### src/rtl/fifo_rd_stream.sv
// fifo_rd_stream: read-side adapter for a dual-clock FIFO (read clock domain).
// Issues FIFO reads from the empty flag, absorbs the FIFO memory's one-cycle
// registered read latency and presents the words as a valid/ready stream
// through a 2-entry skid buffer.
//
// Buffer occupancy FSM: S_EMPTY / S_ONE / S_TWO. r_pend marks a read issued
// last cycle whose data is on fifo_r_data this cycle. A read is only issued
// when the buffer is guaranteed room for it, so occupancy plus in-flight
// reads never exceeds two.
//
// Handshake: a word transfers on a rising edge of r_clk where m_valid and
// m_ready are both 1. m_valid/m_data hold steady until that transfer happens.
//
// Optional feature: define FIFO_RD_STREAM_CNT_EN to add the CNT_WIDTH-bit
// word_cnt port counting accepted words (wraps modulo 2^CNT_WIDTH).
module fifo_rd_stream #(
  parameter int DATA_WIDTH = 8
`ifdef FIFO_RD_STREAM_CNT_EN
  , parameter int CNT_WIDTH = 16
`endif
) (
  input  logic                  r_clk,
  input  logic                  r_rstn,
  input  logic                  fifo_empty,
  input  logic [DATA_WIDTH-1:0] fifo_r_data,
  output logic                  fifo_r_en,
  output logic                  m_valid,
  output logic [DATA_WIDTH-1:0] m_data,
  input  logic                  m_ready
`ifdef FIFO_RD_STREAM_CNT_EN
  , output logic [CNT_WIDTH-1:0] word_cnt
`endif
);

  typedef enum logic [1:0] {
    S_EMPTY = 2'd0,
    S_ONE   = 2'd1,
    S_TWO   = 2'd2
  } occ_e;

  occ_e                  r_state;
  occ_e                  w_state_nxt;
  logic                  r_pend;
  logic                  r_valid;
  logic [DATA_WIDTH-1:0] r_head;
  logic [DATA_WIDTH-1:0] r_tail;
  logic [DATA_WIDTH-1:0] w_head_nxt;
  logic [DATA_WIDTH-1:0] w_tail_nxt;
  logic [1:0]            w_occ;
  logic [2:0]            w_level;
  logic                  w_pop;
  logic                  w_arrival;

  // Occupancy after this cycle's pop, counting the word already in flight.
  assign w_occ     = r_state;
  assign w_pop     = r_valid & m_ready;
  assign w_arrival = r_pend;
  assign w_level   = {1'b0, w_occ} + {2'b00, r_pend} - {2'b00, w_pop};

  // Read only when the returned word is sure to find a free slot; the m_ready
  // term lets a read go out in the same cycle the head is accepted.
  assign fifo_r_en = r_rstn & ~fifo_empty & (w_level < 3'd2);

  assign m_valid = r_valid;
  assign m_data  = r_head;

  // Next-state and buffer-entry update from (arrival, pop).
  always_comb begin
    w_state_nxt = r_state;
    w_head_nxt  = r_head;
    w_tail_nxt  = r_tail;
    case (r_state)
      S_EMPTY: begin
        if (w_arrival) begin
          w_state_nxt = S_ONE;
          w_head_nxt  = fifo_r_data;
        end
      end
      S_ONE: begin
        case ({w_arrival, w_pop})
          2'b10: begin
            w_state_nxt = S_TWO;
            w_tail_nxt  = fifo_r_data;
          end
          2'b01: w_state_nxt = S_EMPTY;
          2'b11: w_head_nxt  = fifo_r_data;
          default: ;
        endcase
      end
      S_TWO: begin
        // An arrival cannot happen here: reads are throttled to keep room.
        if (w_pop) begin
          w_state_nxt = S_ONE;
          w_head_nxt  = r_tail;
        end
      end
      default: w_state_nxt = S_EMPTY;
    endcase
  end

  // State, in-flight flag, valid and buffer registers.
  always_ff @(posedge r_clk or negedge r_rstn) begin
    if (!r_rstn) begin
      r_state <= S_EMPTY;
      r_pend  <= 1'b0;
      r_valid <= 1'b0;
      r_head  <= '0;
      r_tail  <= '0;
    end else begin
      r_state <= w_state_nxt;
      r_pend  <= fifo_r_en;
      r_valid <= (w_state_nxt != S_EMPTY);
      r_head  <= w_head_nxt;
      r_tail  <= w_tail_nxt;
    end
  end

`ifdef FIFO_RD_STREAM_CNT_EN
  logic [CNT_WIDTH-1:0] r_word_cnt;

  // Accepted-word counter, wraps naturally at 2^CNT_WIDTH.
  always_ff @(posedge r_clk or negedge r_rstn) begin
    if (!r_rstn) begin
      r_word_cnt <= '0;
    end else if (w_pop) begin
      r_word_cnt <= r_word_cnt + {{(CNT_WIDTH-1){1'b0}}, 1'b1};
    end
  end

  assign word_cnt = r_word_cnt;
`endif

endmodule
### config.mk
export PLATFORM = sky130hd
export DESIGN_NAME = fifo_rd_stream
export DESIGN_NICKNAME = d
export VERILOG_FILES = /design/src/rtl/fifo_rd_stream.sv
export SDC_FILE = /design/constraint.sdc
export NUM_CORES = 1
export LEC_CHECK = 0
export ABC_AREA = 1
export BUFFER_PORTS_ARGS = -buffer_cell sky130_fd_sc_hd__buf_2
export CORE_AREA = 2 2 55 68
export CTS_BUF_LIST = sky130_fd_sc_hd__clkbuf_16
export DETAILED_ROUTE_END_ITERATION = 8
export DIE_AREA = 0 0 57 70
export PLACE_DENSITY = 0.58
export SLEW_MARGIN = 10
export SYNTH_ARGS = -nofsm -noshare
export SYNTH_HDL_FRONTEND = slang
export SYNTH_SLANG_ARGS = --single-unit
export TNS_END_PERCENT = 5
### constraint.sdc
create_clock -name r_clk -period 1.6 [get_ports r_clk]
set_clock_uncertainty 0.15 [all_clocks]
set_input_delay 0.08 -clock r_clk [delete_from_list [all_inputs] [get_ports r_clk]]
set_output_delay 0.08 -clock r_clk [all_outputs]
set_load 0.1 [all_outputs]
; ---- Yosys cells after proc, flatten, opt, wreduce, memory -nomap -nowiden
; Index checks and enable logic that the tools add are counted.
[op_classes]
n_addsub = 2
n_reduce_logical = 5
n_lt_le_gt_ge = 1
bitwise = 4
mux = 8
eq_ne = 8
[op_table]
columns = op, n
row1 = $mux W8, 3
row2 = $pmux W8 S3, 1
row3 = $eq A2 B2 Y1 const B, 3
row4 = $pmux W2 S3, 1
row5 = $eq A2 B1 Y1 const B, 2
row6 = $mux W2, 2
row7 = $ne A2 B2 Y1 const B, 2
row8 = $pmux W2 S2, 1
row9 = $reduce_and A4 Y1, 1
row10 = $add A2 B1 Y3, 1
row11 = $and A1 B1 Y1, 3
row12 = $lt A3 B2 Y1 const B, 1
row13 = $reduce_bool A3 Y1, 1
row14 = $sub A3 B1 Y3, 1
row15 = $logic_not A2 Y1, 1
row16 = $ne A2 B1 Y1 const B, 1
row17 = $reduce_and A2 Y1, 1
row18 = $reduce_bool A2 Y1, 1
row19 = $not A1 Y1, 1
[totals]
out_inout_bits = 10
inputBits = 12
word_cells = 33
reg_bits = 20

; ---- Depth between registers and ports, before layout
[logic_depth]
word_depth = 5
ltp_mapped = 8
mapped_depth_nobuf = 8

; ---- Least setup slack after synthesis
; No wires, ideal clock.
[synth_path]
path_type = register to register
from = register r_valid, in the netlist m_valid
to = register r_pend
t_arrival_ns = 4.187
path_stages_with_launch = 8
setup_ns = 0.345
slack_ns = -3.082
n_path_buf = 0
period_less_slack_ns = 4.682
required_ns = 1.105
cell_sequence = dfrtp_1 > nand2_1 > ha_1 > inv_1 > nand2_1 > fa_1 > nand2_1 > nor3_1
[synth_via]
elab_chain_len = 4
[synth_rtl]
columns = element, line_no
row1 = "start, declared", 44  ; logic r_valid;
row2 = "start signal, assigned", 112  ; r_valid <= (w_state_nxt != S_EMPTY);
row3 = $and A1 B1 Y1, 56  ; assign w_pop = r_valid & m_ready;
row4 = $sub A3 B1 Y3, 58  ; assign w_level = {1'b0, w_occ} + {2'b00, r_pend} - {2'b00, w_pop};
row5 = $lt A3 B2 Y1, 62  ; assign fifo_r_en = r_rstn & ~fifo_empty & (w_level < 3'd2);
row6 = $and A1 B1 Y1, 62
row7 = named net fifo_r_en, 26  ; output logic fifo_r_en,
row8 = "end signal, assigned", 111  ; r_pend <= fifo_r_en;
row9 = "end, declared", 43  ; logic r_pend;
; The timed path passes the listed nets, and every way through them passes these cells.
; A chain may end at the register's enable or synchronous reset.

; ---- Worst setup path after layout
[layout_path]
from = register r_valid, in the netlist m_valid
to = output port fifo_r_en
[layout_via]
elab_chain_len = 4
[layout_rtl]
columns = element, line_no
row1 = $and A1 B1 Y1, 56
row2 = $sub A3 B1 Y3, 58
row3 = $lt A3 B2 Y1, 62
row4 = $and A1 B1 Y1, 62
row5 = "end, declared", 26
; No other way between the ends.

==> impl.org <==
** STA
- Final number of hold-violating endpoints :: 1
- Share of the cycle needed by the critical path after routing :: 145.9%
- Top achievable clock speed :: around 0.43 GHz
- Least-Margin Pin Slew :: 0.4960 ns
- Unrepaired setup endpoints after global routing :: yes
- The final max-slew violation count was 0.
- Once routing completed, OpenROAD measured the worst setup slack at -0.7344 ns.
- Measured against its own limit, the worst slew margin works out to 67.16%.
- Setup violations remaining at the end of the flow were counted as 2.
- Final hold analysis gives a worst-case slack of -0.01622 ns.
- Subtracting the final worst setup slack from the clock period gives 2.334 ns.

** Power
- IR Drop Worst-Case VDD :: 1.085 mV
- Sequential cell fraction of total power :: 27.9%
- Part of the power in combinational logic :: 55.7%
- Power dissipated by switching net loads :: 0.001587 W
- Switching part of the total power :: 51.61%
- In this run, the clock network consumes 16.4% of the power.
- Internal power comes to 0.001488 W.
- For this design the ratio of total power to cell area is 2162 nW/um^2.
- Leak :: ~0.80 nW

** Worst setup path
- The signal on the critical path passes through nand2_4 > ha_4 > inv_2 > nand2_2 > fa_1 > nand2_2 > nor3_4 > buf_12.
- The worst setup path is launched from a register.
- Required @ worst endpoint :: roughly 1.4 ns
- Crit. Startpoint :: m_valid
- For the worst flop-to-flop path, the logic depth is 7.
- Counting buffers and inverters, the worst setup path is 8 cells deep.
- Arrival time worst endpoint :: about 2.1 ns
- For flop-to-flop paths, the worst setup slack is -0.30 ns.
- Along the worst path, the maximum fanout reaches 2.
- The endpoint identified for the worst register-to-register timing path is r_pend.
- Counting stages on the worst path, the most repeated cell is nand2_2.
- The number of buffers and inverters on the critical path is 2.
- STA classifies the critical path endpoint as an output pin.
- Critical path class :: register to output pin
- For this design, the slowest cell found on the critical path is fa_1.
- The startpoint identified for the worst register-to-register timing path is m_valid.
- Dominant delay contributor by cell family on the critical path :: adder cells
- On the worst path, the slowest cell contributes a delay of 0.51 ns.
- Last element of the critical path :: fifo_r_en

** Drt
- The routed layout has 886 vias.
- The count of nets left with antenna violations once routing finished came out at 0.
- Routed length per placed instance :: between 10 and 15 um
- Average via count per standard cell :: about 4.3
- After detailed routing, the number of remaining DRC violations is 0.
- The first routing iteration left 19 violations.
- Wires add up to 2228 um.
- The first detailed-routing pass took 4 iterations.

** CTS
- TritonCTS built the clock tree.
- Post CTS Setup Buffer Count :: 0
- Register clock-pin slew on the reported worst setup and hold paths :: 0.05 ns
- Number of buffers created by CTS :: 3
- Maximum level of the CTS H-tree :: 1
- Root buffer cell :: clkbuf_16
- # clock sinks :: 20
- Max Buffers Root-to-Sink :: 2
- The later pin in the worst-skew pair is clocked with a latency of 0.25 ns.

** Placement
- Number of input and output port buffers inserted :: 21
- Final RePlAce weighted congestion :: 0.8278
- Summed over all nets, the half-perimeter wirelength after detailed placement is 1667 um.
- Setup slack at placement :: -0.5161 ns
- Once placement completed, the tool counted placed cells totaling 189.

** Synth
- Number of instances in the synthesized netlist :: 123
- Post-synth net total :: 137
- Number of register bits inferred by synthesis :: 20
- Average footprint of a synthesized cell :: 7.904 um^2
- Yosys cell types :: 16
- Number of warnings reported in the yosys synthesis log :: 0
- After synthesis, flip-flops and latches occupy 51.48% of the total area.
- Summed instance area of the synthesized netlist :: 972.2 um^2

** Outcome
- The run finished, with violations left.
- The final reports fail on hold timing, setup timing.

** Cells and area
- Area used by multi-input combinational logic :: 454.2 um^2
- The area growth from synthesis to layout is 46.33%.
- Cells with a size suffix above 1 make up ~27% of the layout.
- The number of antenna diodes in the final layout is 0.
- Commonest cells after routing, fill and taps aside :: 53 x nand2_1, 20 x buf_2, 19 x dfrtp_1
- Summing all flip-flop and latch instances after layout gives 504.2 um^2.
- Layout Cells excl Fill :: 204
- The library cell used most frequently in the layout, excluding fill and tap cells, is nand2_1.
- For this run, the post-layout net count is 180.
- Fillers :: 364

** Die
- Cell Rows :: 24
- The die is 70 um tall.
- Pin placement for this block handled 22 I/O pins.
- Die width :: about 57 um
- The die covers 3990 um^2.
- Starting density of the core :: roughly 28%
- Core Area :: 3423 um^2

** Global route
- The total overflow left after global routing is 0.
- Wire length of the first global-routing pass :: 4071 um
- Entering global routing, the biggest net connects 21 pins.
- Overall track demand over capacity in global routing :: 12.50%
- The number of antenna violations at the first check in global routing was 0.
- The number of global-route vias before repair is 964.

** Job
- Max-cap violations in this run came to 0.

** Min path
- Min-delay worst type :: primary input to register
[worst min-delay path by stage]
stage,end,depth (start not counted),startpoint
6_report,r_pend,3,r_rstn
5_1_grt,r_pend,3,r_rstn
4_1_cts,r_pend,2,fifo_empty
3_5_place_dp,r_tail[4],2,r_rstn
3_3_place_gp,r_state[0],2,r_rstn
2_1_floorplan,m_data[0],0,r_rstn
[synth_stat cells]
| cell | n | area share [%] |
|---|---|---|
| nand2_1 | 56 | 22 |
| dfrtp_1 | 20 | 51 |
| inv_1 | 14 | 5.4 |
| nand3_1 | 9 | 4.6 |
| o21ai_0 | 8 | 4.1 |
| nor2_1 | 5 | 1.9 |
| nand2_4 | 2 | 2.3 |
| buf_2 | 1 | 0.51 |
| fa_1 | 1 | 2.1 |
| ha_1 | 1 | 1.3 |
| inv_2 | 1 | 0.39 |
| nand2_2 | 1 | 0.64 |
| nand3_2 | 1 | 1.0 |
| nor2_4 | 1 | 1.2 |
| nor3_1 | 1 | 0.51 |
| xor2_1 | 1 | 0.90 |
[routing by layer]
layer | share of wire [%] | vias to the layer above | wire length, um | track usage, %
met2 | 50 | 15 | 1109 | 21.33
li1 | - | 457 | - | -
met4 | 0.85 | 0 | 19 | 3.876
met3 | 3.8 | 2 | 84 | 2.407
met5 | 0 | - | 0 | 0
met1 | 46 | 412 | 1015 | 15.74
[logic make-up (layout without fill, tap and decap cells)]
logic type               count (synthesis)  count (layout)  share of synthesized area [%]
buffers and inverters                   16              58                          6.305
adder cells (fa/ha/maj)                  2               2                          3.346
AND/OR/NAND/NOR                         76              76                          33.85
XOR/XNOR                                 1               1                         0.9011
AO/OA/AOI/OAI                            8               8                          4.119
flip-flops                              20              20                          51.48
[layout make-up]
class / instances / share of cell area (%)
Timing Repair Buffer: 39 / 19.70
Multi-Input combinational cell: 87 / 31.93
Tap cell: 39 / 3.430
Inverter: 15 / 3.958
Clock buffer: 3 / 5.277
Sequential cell: 20 / 35.44
Clock inverter: 1 / 0.2639
[power groups by stage]
stage	clock [W]	sequential [W]	combinational [W]
final	0.000506	0.000857	0.00171
after global routing	0.000545	0.000892	0.00184
after CTS	0.000517	0.000860	0.00170
after detailed placement	0	0.000864	0.00167
after global placement	0	0.000862	0.00164
after floorplan	0	0.00162	0.000532
[worst min-delay path, delay by kind of cell]
family,cells,cell delay [ns]
and+or+nand+nor,2,0.13
buffers and inverters,1,0.13
[registers in the layout (all words and copies together), names as in the netlist]
signal	count
r_tail	8
r_pend	1
m_data	8
m_valid	1
r_state	2
[timing repair]
action | CTS | global route
pin swaps | 1 | 0
hold buffers | 9 | 2
endpoints found under the hold margin | 30 | 21
setup endpoints to repair | 2 | 4
gates resized for setup | 2 | 2
[metrics by stage]
step / TNS, ns / hold WS (ns) / instance area (um^2) / utilization, % / power (W)
finish: -1.032 / -0.01622 / 1423 / 41.56 / 0.003075
global route: -1.150 / -0.01626 / 1423 / 41.56 / 0.003275
CTS: -1.054 / -0.1199 / 1398 / 40.83 / 0.003082
detailed placement: -0.8490 / -0.02324 / 1226 / 35.82 / 0.002536
global placement: -0.7386 / -0.02039 / 1226 / 35.82 / 0.002500
floorplan: -2.217 / -0.3656 / 1010 / - / 0.002156
Note: power is estimated with default switching activity, not from simulation.
